**src/rtl/pipeline_hazard_ctrl_pkg.sv**
```systemverilog
// Shared encodings for the hazard controller: FSM states, forward selects, write-mode decode.
package pipeline_hazard_ctrl_pkg;

    typedef enum logic [1:0] {
        RSTF = 2'd0,
        IDLE = 2'd1,
        WAIT = 2'd2
    } hz_state_e;

    localparam logic [1:0] FWD_RF  = 2'b00;
    localparam logic [1:0] FWD_WB  = 2'b01;
    localparam logic [1:0] FWD_MEM = 2'b10;

    // Same encoding the decoder uses for "this instruction does not write rd".
    localparam logic [2:0] NOREGWRITE = 3'b000;

    function automatic logic reg_writes(input logic [2:0] mode);
        return mode != NOREGWRITE;
    endfunction

endpackage

```
**src/rtl/pipeline_hazard_ctrl_forward_sel.sv**
```systemverilog
// Per-operand EX forwarding select: MEM result beats WB result; x0 and unused operands never forward.
module forward_sel
    import pipeline_hazard_ctrl_pkg::*;
(
    input  logic [4:0] rs_e_i,
    input  logic       use_i,
    input  logic [4:0] rd_m_i,
    input  logic [2:0] reg_write_m_i,
    input  logic [4:0] rd_w_i,
    input  logic [2:0] reg_write_w_i,
    output logic [1:0] sel_o
);

    always_comb begin
        sel_o = FWD_RF;
        if (use_i && rs_e_i != 5'd0) begin
            if (reg_writes(reg_write_m_i) && rd_m_i == rs_e_i) begin
                sel_o = FWD_MEM;
            end else if (reg_writes(reg_write_w_i) && rd_w_i == rs_e_i) begin
                sel_o = FWD_WB;
            end
        end
    end

endmodule

```
**src/rtl/pipeline_hazard_ctrl.sv**
```systemverilog
// RV32I 5-stage hazard controller: stall/flush, EX forwarding, data-memory wait FSM and watchdog.
// Optional performance counters are compiled in with HAZARD_PERF_CNT_EN.
module pipeline_hazard_ctrl
    import pipeline_hazard_ctrl_pkg::*;
#(
    parameter int MEM_TIMEOUT = 64
`ifdef HAZARD_PERF_CNT_EN
    ,
    parameter int CNT_W = 32
`endif
) (
    input  logic             CPU_CLK,
    input  logic             CPU_RST_N,
    input  logic [4:0]       Rs1D,
    input  logic [4:0]       Rs2D,
    input  logic [1:0]       RegReadD,
    input  logic [4:0]       Rs1E,
    input  logic [4:0]       Rs2E,
    input  logic [1:0]       RegReadE,
    input  logic [4:0]       RdE,
    input  logic [4:0]       RdM,
    input  logic [4:0]       RdW,
    input  logic [2:0]       RegWriteE,
    input  logic [2:0]       RegWriteM,
    input  logic [2:0]       RegWriteW,
    input  logic             MemToRegE,
    input  logic             BranchE,
    input  logic             JalrE,
    input  logic             JalD,
    input  logic             DMemReqM,
    input  logic             DMemAck,
    output logic             StallF,
    output logic             StallD,
    output logic             StallE,
    output logic             StallM,
    output logic             StallW,
    output logic             FlushF,
    output logic             FlushD,
    output logic             FlushE,
    output logic             FlushM,
    output logic             FlushW,
    output logic [1:0]       Forward1E,
    output logic [1:0]       Forward2E,
    output logic             MemTimeout
`ifdef HAZARD_PERF_CNT_EN
    ,
    output logic [CNT_W-1:0] StallCnt,
    output logic [CNT_W-1:0] FlushCnt
`endif
);

    localparam int WCW = $clog2(MEM_TIMEOUT + 1);
    localparam logic [WCW-1:0] WCNT_MAX = WCW'(MEM_TIMEOUT);

    hz_state_e      state_q, state_d;
    logic [WCW-1:0] wcnt_q, wcnt_d;
    logic           timeout_q, timeout_d;
    logic           rstf, mem_stall, load_use, ctrl_flush;
    logic [1:0]     fwd1, fwd2;
    logic           unused_regwrite_e;

    // A load always writes rd, so the EX write mode adds nothing to load-use detection.
    assign unused_regwrite_e = ^RegWriteE;

    assign rstf       = !CPU_RST_N || state_q == RSTF;
    assign mem_stall  = !rstf && !DMemAck && (state_q == WAIT || DMemReqM);
    assign ctrl_flush = BranchE || JalrE;
    assign load_use   = MemToRegE && RdE != 5'd0 &&
                        ((RegReadD[1] && Rs1D == RdE) || (RegReadD[0] && Rs2D == RdE));

    always_comb begin
        state_d = state_q;
        StallF = 1'b0; StallD = 1'b0; StallE = 1'b0; StallM = 1'b0; StallW = 1'b0;
        FlushF = 1'b0; FlushD = 1'b0; FlushE = 1'b0; FlushM = 1'b0; FlushW = 1'b0;
        case (state_q)
            RSTF:    state_d = IDLE;
            IDLE:    if (DMemReqM && !DMemAck) state_d = WAIT;
            WAIT:    if (DMemAck) state_d = IDLE;
            default: state_d = RSTF;
        endcase
        if (rstf) begin
            FlushF = 1'b1; FlushD = 1'b1; FlushE = 1'b1; FlushM = 1'b1; FlushW = 1'b1;
        end else if (mem_stall) begin
            // A taken branch is held in EX and resolved once the memory releases.
            StallF = 1'b1; StallD = 1'b1; StallE = 1'b1; StallM = 1'b1;
            FlushW = 1'b1;
        end else if (ctrl_flush) begin
            FlushD = 1'b1; FlushE = 1'b1;
        end else if (load_use) begin
            StallF = 1'b1; StallD = 1'b1; FlushE = 1'b1;
        end else if (JalD) begin
            FlushD = 1'b1;
        end
    end

    always_comb begin
        wcnt_d = '0;
        if (state_q == WAIT) begin
            wcnt_d = (wcnt_q == WCNT_MAX) ? wcnt_q : wcnt_q + WCW'(1);
        end
        timeout_d = timeout_q || (wcnt_d == WCNT_MAX);
    end

    always_ff @(posedge CPU_CLK) begin
        if (!CPU_RST_N) begin
            state_q   <= RSTF;
            wcnt_q    <= '0;
            timeout_q <= 1'b0;
        end else begin
            state_q   <= state_d;
            wcnt_q    <= wcnt_d;
            timeout_q <= timeout_d;
        end
    end

    assign MemTimeout = timeout_q;

    forward_sel u_fwd1 (
        .rs_e_i        (Rs1E),
        .use_i         (RegReadE[1]),
        .rd_m_i        (RdM),
        .reg_write_m_i (RegWriteM),
        .rd_w_i        (RdW),
        .reg_write_w_i (RegWriteW),
        .sel_o         (fwd1)
    );

    forward_sel u_fwd2 (
        .rs_e_i        (Rs2E),
        .use_i         (RegReadE[0]),
        .rd_m_i        (RdM),
        .reg_write_m_i (RegWriteM),
        .rd_w_i        (RdW),
        .reg_write_w_i (RegWriteW),
        .sel_o         (fwd2)
    );

    assign Forward1E = rstf ? FWD_RF : fwd1;
    assign Forward2E = rstf ? FWD_RF : fwd2;

`ifdef HAZARD_PERF_CNT_EN
    logic [CNT_W-1:0] stall_cnt_q, flush_cnt_q;

    always_ff @(posedge CPU_CLK) begin
        if (!CPU_RST_N) begin
            stall_cnt_q <= '0;
            flush_cnt_q <= '0;
        end else if (state_q != RSTF) begin
            if (StallF) stall_cnt_q <= stall_cnt_q + CNT_W'(1);
            if (FlushD || FlushE) flush_cnt_q <= flush_cnt_q + CNT_W'(1);
        end
    end

    assign StallCnt = stall_cnt_q;
    assign FlushCnt = flush_cnt_q;
`endif

endmodule

```
**config.mk**
```make
export PLATFORM = sky130hd
export DESIGN_NAME = pipeline_hazard_ctrl
export DESIGN_NICKNAME = d
export VERILOG_FILES = /design/src/rtl/pipeline_hazard_ctrl_pkg.sv /design/src/rtl/pipeline_hazard_ctrl_forward_sel.sv /design/src/rtl/pipeline_hazard_ctrl.sv
export SDC_FILE = /design/constraint.sdc
export NUM_CORES = 1
export LEC_CHECK = 0
export CORE_MARGIN = 1
export CORE_UTILIZATION = 38
export DETAILED_ROUTE_END_ITERATION = 10
export GPL_TIMING_DRIVEN = 1
export PLACE_DENSITY = 0.86
export SLEW_MARGIN = 20
export SYNTH_ARGS = -nofsm -noshare
export SYNTH_HDL_FRONTEND = slang
export SYNTH_SLANG_ARGS = --single-unit
```
**constraint.sdc**
```tcl
create_clock -name CPU_CLK -period 7 [get_ports CPU_CLK]
set_clock_uncertainty 0.15 [all_clocks]
set_input_delay 2.1 -clock CPU_CLK [delete_from_list [all_inputs] [get_ports CPU_CLK]]
set_output_delay 2.1 -clock CPU_CLK [all_outputs]
set_load 0.005 [all_outputs]
```
==> impl_metrics.toml <==
[status]
status = "completed"

[logic_synthesis]
synth_area_sq_um = 1030
synth_fa_ha_area_share_pct = 2.43
synth_top_family_by_area = "XOR/XNOR gates"
synth.area.mux_share_pct = 0
synth-xor-area-share_pct = 30.6
ys_ff_latch = 10
synth-simple-area-share_pct = 30.1
synth_seq_area_share_pct = 19.4
yosysWarningCount = 0
synth_largest_area_cell = "dfxtp_1"
synth_top_area_share_pct = 19.4
syn_area_per_cell_sq_um = 7.64
synth-compound-area-share_pct = 12.7
syn_inst = 135
syn_nets = 193
synth.most_common_cell = "xnor2_1"
synth_edf_count = 0
synth_area_leaders = "dfxtp_1, xnor2_1, xor2_1, nor2_1, a21oi_1"
async_reset_ff_share_pct = 0
ys_types = 34
synth_common_cells = "xnor2_1, nor2_1, xor2_1, dfxtp_1, a21oi_1"
synth_flop_cell = "dfxtp_1"

[setup_path]
critical-path-max-stage-delay_ps = 560
cp.depth = 6
path_max_fanout = 7
crit_path_start = "CPU_RST_N"
critPathBufInv = 2
ff2ff_path_depth = 5
arrival_ps = 4160
required_ps = 4750
crit_family = "buffers and inverters"
r2r-start = "wcnt_q[0]$_SDFF_PN0_"
cp_cell_sequence = "clkdlybuf4s50_1, o21ai_1, or3_1, nor2_1, a21o_1, clkdlybuf4s50_1"
reg2reg_to = "MemTimeout$_SDFF_PN0_"
crit_path_frequent_cell = "clkdlybuf4s50_1"
crit_type = "input port to primary output"
end_kind = "primary output"
start_kind = "input port"
rrSetupSlack_ps = 5260
slowest_stage = "clkdlybuf4s50_1"
endpoint = "StallD"

[power]
p_sw_share_pct = 26.5
p_comb_share_pct = 37.5
finalPower_mw = 0.181
p_leak_nw = 0.602
p_seq_share_pct = 32.3
p_clk_share_pct = 30.2
p_sw_mw = 0.0480
powerDensity_nw_per_um2 = 104
ir_worst_vdd_uv = 131
power.internal_mw = 0.133

[die]
die_area_sq_um = 2930
start_util_pct = 40.9
die_h_um = 54.1
io_pins = 71
core_sq_um = 2520
die_w_um = 54.1
core.rowCount = 18

[routing]
antenna_left = 0
first_pass_iters = 4
wl_per_cell_um = 13.3
drtIter0Drc = 19
drc = 0
via_per_inst = 5.19
wl_um = 3070
vias = 1198

[clock_network]
htreeDepth = 1
cts_tree = "yes"
clk_pin_slew_worst_paths_ps = 80
clockBufferDepth = 2
cts_buffers = 3
root_buffer = "clkbuf_4"
clk_latency_ps = 280
post_cts_resized = 0
clock-sinks = 10
cts_hold_buf = 0
postCtsSetupBuffers = 0

[sta]
finalHoldViolCount = 0
rsz0062_at_grt = "no"
finalSetupViolCount = 0
fin_crit_sh_pct = 91.5
fmax_ghz = 0.156
worst_pin_slew_ps = 593
slew_headroom_pct = 60.2
hold_slack_ps = 366
period_needed_ps = 6410
setup_slack_ps = 593
fin_setup_tns_ps = 0
slew_violations = 0

[finish]
layout-drive-gt1-share_pct = 4.98
final_cells = 231
final_nets = 260
areaGrowthSynthToFinish_pct = 68.3
diodes = 0
fin_util_pct = 68.8
postLayoutCellArea_sq_um = 1740
nFillCells = 221

[grt]
grt_pass1_wl_um = 4790
grt_usage_pct = 22.8
grt_max_degree = 8
grt_pass1_vias = 1174
overflow = 0
antenna_found_initial = 0

[placed_design]
placed_area_sq_um = 1700
place_inst = 227
gp_congestion = 0.763
dpl.hpwl_um = 2640
post-place-ws_ps = 611
portBuffers = 66

[min_path]
holdCritPathClass = "flip-flop to flip-flop"

[flow_run]
maxCapViolations = 0
[worst min path at each step]
stage / end / slack [ps] / cells after the start / from
detailed placement: MemTimeout$_SDFF_PN0_ / 360 / 2 / MemTimeout$_SDFF_PN0_
global route: MemTimeout$_SDFF_PN0_ / 370 / 2 / MemTimeout$_SDFF_PN0_
finish: MemTimeout$_SDFF_PN0_ / 370 / 2 / MemTimeout$_SDFF_PN0_
CTS: MemTimeout$_SDFF_PN0_ / 370 / 2 / MemTimeout$_SDFF_PN0_
floorplan: state_q[0]$_SDFFE_PN0P_ / 320 / 1 / state_q[0]$_SDFFE_PN0P_
global placement: state_q[0]$_SDFFE_PN0P_ / 340 / 1 / state_q[0]$_SDFFE_PN0P_
[state kept, by name, summed over array words and instances, names as in the netlist]
register    cells
state_q         2
MemTimeout      1
wcnt_q          7
[cell usage in the layout, fill, tap and decap left out, drive strengths merged, types with 2 or more instances in the layout]
master / Yosys / layout
clkdlybuf4s50: 0 / 66
and2: 2 / 2
clkbuf: 0 / 4
nor3b: 2 / 2
nand2b: 3 / 3
or4: 4 / 4
nand4: 6 / 6
ha: 2 / 2
inv: 4 / 4
nand2: 7 / 7
nor2: 15 / 15
dfxtp: 10 / 10
xnor2: 21 / 21
o21ai: 8 / 8
xor2: 15 / 15
nor3: 7 / 7
a21oi: 8 / 8
nand3: 5 / 5
[worst min-delay path, cell delays in order, from the launching register on]
cell     delay (ps)
dfxtp_1         320
nand2_1          80
a22oi_2          70
[cell families (layout without fill, tap and decap cells)]
logic type | count (synthesis) | in the layout
AND/OR/NAND/NOR | 56 | 56
flip-flops | 10 | 10
other | 1 | 1
buffers and inverters | 8 | 74
XOR/XNOR | 36 | 36
adder cells (fa/ha/maj) | 2 | 2
AO/OA/AOI/OAI | 22 | 22
[per-layer routing]
| layer | routed length, um | part of all wire, % | global-route usage [%] | vias up |
|---|---|---|---|---|
| li1 | - | - | - | 601 |
| met5 | 0 | 0 | 0 | - |
| met3 | 181 | 5.9 | 5.08 | 8 |
| met2 | 1680 | 55 | 47.9 | 48 |
| met1 | 1150 | 37 | 20.6 | 541 |
| met4 | 61 | 2.0 | 7.69 | 0 |
[power groups by stage]
stage	combinational (mW)	clock, mW	sequential (mW)
after floorplan	0.0247	0	0.0597
after global placement	0.0655	0	0.0598
after detailed placement	0.0679	0	0.0599
after CTS	0.0682	0.0552	0.0585
after global routing	0.0733	0.0591	0.0587
final	0.0679	0.0546	0.0586
[cell type report]
cell class	instances	area, sq um	area share (%)
Inverter	4	15.0	0.865
Tap cell	30	37.5	2.16
Sequential cell	10	200	11.5
Clock buffer	4	36.3	2.09
Multi-Input combinational cell	117	786	45.3
Timing Repair Buffer	66	661	38.1
Note: power is estimated with default switching activity, not from simulation.
==> RTL change, RTL diff (same settings) <==
Re-encode `hz_state_e` (3 states) as one-hot, 3 bits wide.
--- a/src/rtl/pipeline_hazard_ctrl_pkg.sv
+++ b/src/rtl/pipeline_hazard_ctrl_pkg.sv
@@ -2,8 +2,8 @@
 package pipeline_hazard_ctrl_pkg;
 
-    typedef enum logic [1:0] {
-        RSTF = 2'd0,
-        IDLE = 2'd1,
-        WAIT = 2'd2
+    typedef enum logic [2:0] {
+        RSTF = 3'b001,
+        IDLE = 3'b010,
+        WAIT = 3'b100
     } hz_state_e;
 
Behaviour: same outputs for any inputs over 10 cycles, from zero or initial values and one cycle with CPU_RST_N low; not proved beyond that.
==> RTL change against the original RTL <==
  * Non-clock buffer count did not move
  * Synthesized cell count up 8.9%
  * Setup slack better by 0.056 ns
  * Final cell count is 4.3% higher
  * Synthesized area up 15%
  * Sequential power increased by 16%
  * Utilization shrank 3.8 points
  * Wire length rose by 7.3%
  * The run now ends with DRC left
  * Critical path depth unchanged
  * Total power increased by 5.9%
  * Sequential cell count rose by 1
  * Via count grew 9.3%
  * Cell area grew 6.9%
==> RTL change: results (changes against the original RTL) <==
Outcome - finished, violations left (was complete, no violations)
Failing checks - DRC
Synthesized area per cell - 8.05 um2 (was 7.64 um2)
Inst Count DP - 237 (was 227)
Worst R2R Setup Slack - 5.08 ns (was 5.26 ns)
Number of DRC markers in iteration 0 - 84 (was 19)
Drt drc - 3 (was 0)
Drt first pass iters - 7 (was 4)
Seq/Total Area, Yosys - 18.6% (was 19.4%)
Worst-path fanout max - 3 (was 7)
Comb pwr - 0.0794 mW (was 0.0679 mW)
Post-Syn Nets - 205 (was 193)
Vias per cell - 5.43 (was 5.19)
CP arrival - 4.10 ns (was 4.16 ns)
Layout cells sized above 1 - 5.71% (was 4.98%)
Wl on met1 - 1370 um (was 1150 um)
HPWL after DPL - 2810 um (was 2640 um)
Post-Synth Adder-Cell Area - 2.11% (was 2.43%)
P_leak - 0.665 nW (was 0.602 nW)
Compound-Gate Fraction of Synth Area - 18.7% (was 12.7%)
Tmin final - 6.35 ns (was 6.41 ns)
GR Util met2 - 34.2% (was 47.9%)
Met3 track demand over resource - 4.24% (was 5.08%)
Vias - 1309 (was 1198)
Tot GR Track Use - 19.8% (was 22.8%)
WL met2 - 1650 um (was 1680 um)
Internal power - 0.137 mW (was 0.133 mW)
GP Congestion - 0.846 (was 0.763)
#MultiIn Comb - 124 (was 117)
Top cells by count, synth - xor2_1 (21), xnor2_1 (13), dfxtp_1 (11), nor3_1 (11), nor4_1 (6) (was xnor2_1 (21), nor2_1 (15), xor2_1 (15), dfxtp_1 (10), a21oi_1 (8))
Total of fill cells in the finished design - 258 (was 221)
First-pass GRT wire length - 5290 um (was 4790 um)
Clock sink total - 11 (was 10)
Dpl ws - 0.656 ns (was 0.611 ns)
Area of the multi-input gates - 891 um2 (was 786 um2)
Top cells by area, synth - dfxtp_1 (19%), xor2_1 (16%), xnor2_1 (9.6%) (was dfxtp_1 (19%), xnor2_1 (18%), xor2_1 (13%))
Seq area share - 11.9% (was 11.5%)
Worst Setup SP - RdE[1] (was CPU_RST_N)
Maximum number of pins on one net before global-route repair - 10 (was 8)
Nets - 269 (was 260)
Per-cell routed wire length - 13.7 um (was 13.3 um)
Worst path slowest cell - or4_1 (was clkdlybuf4s50_1)
DIE WIDTH - 57.8 um (was 54.1 um)
Sequential power - 0.0682 mW (was 0.0586 mW)
[RTL change: changes by cell type in the layout (fill, tap and decap cells not counted), moves of 2 or more]
cell / change
nor4_1: +5
a21oi_1: -5
nor2_1: -10
xnor2_1: -8
xor2_1: +6
nand2_1: -2
nor3_1: +5
o211ai_1: +4
or2_1: +2
nand2_2: +2
nand4_1: -2
o21ai_1: -2
[RTL change: worst min path at each step]
stage,from,depth (start not counted),slack [ns],end
after CTS,MemTimeout$_SDFF_PN0_,2,0.35,MemTimeout$_SDFF_PN0_
after detailed placement,MemTimeout$_SDFF_PN0_,2,0.33,MemTimeout$_SDFF_PN0_
after global placement,MemTimeout$_SDFF_PN0_,2,0.30,MemTimeout$_SDFF_PN0_
after global routing,MemTimeout$_SDFF_PN0_,2,0.40,MemTimeout$_SDFF_PN0_
after floorplan,MemTimeout$_SDFF_PN0_,2,0.31,MemTimeout$_SDFF_PN0_
final,MemTimeout$_SDFF_PN0_,2,0.36,MemTimeout$_SDFF_PN0_
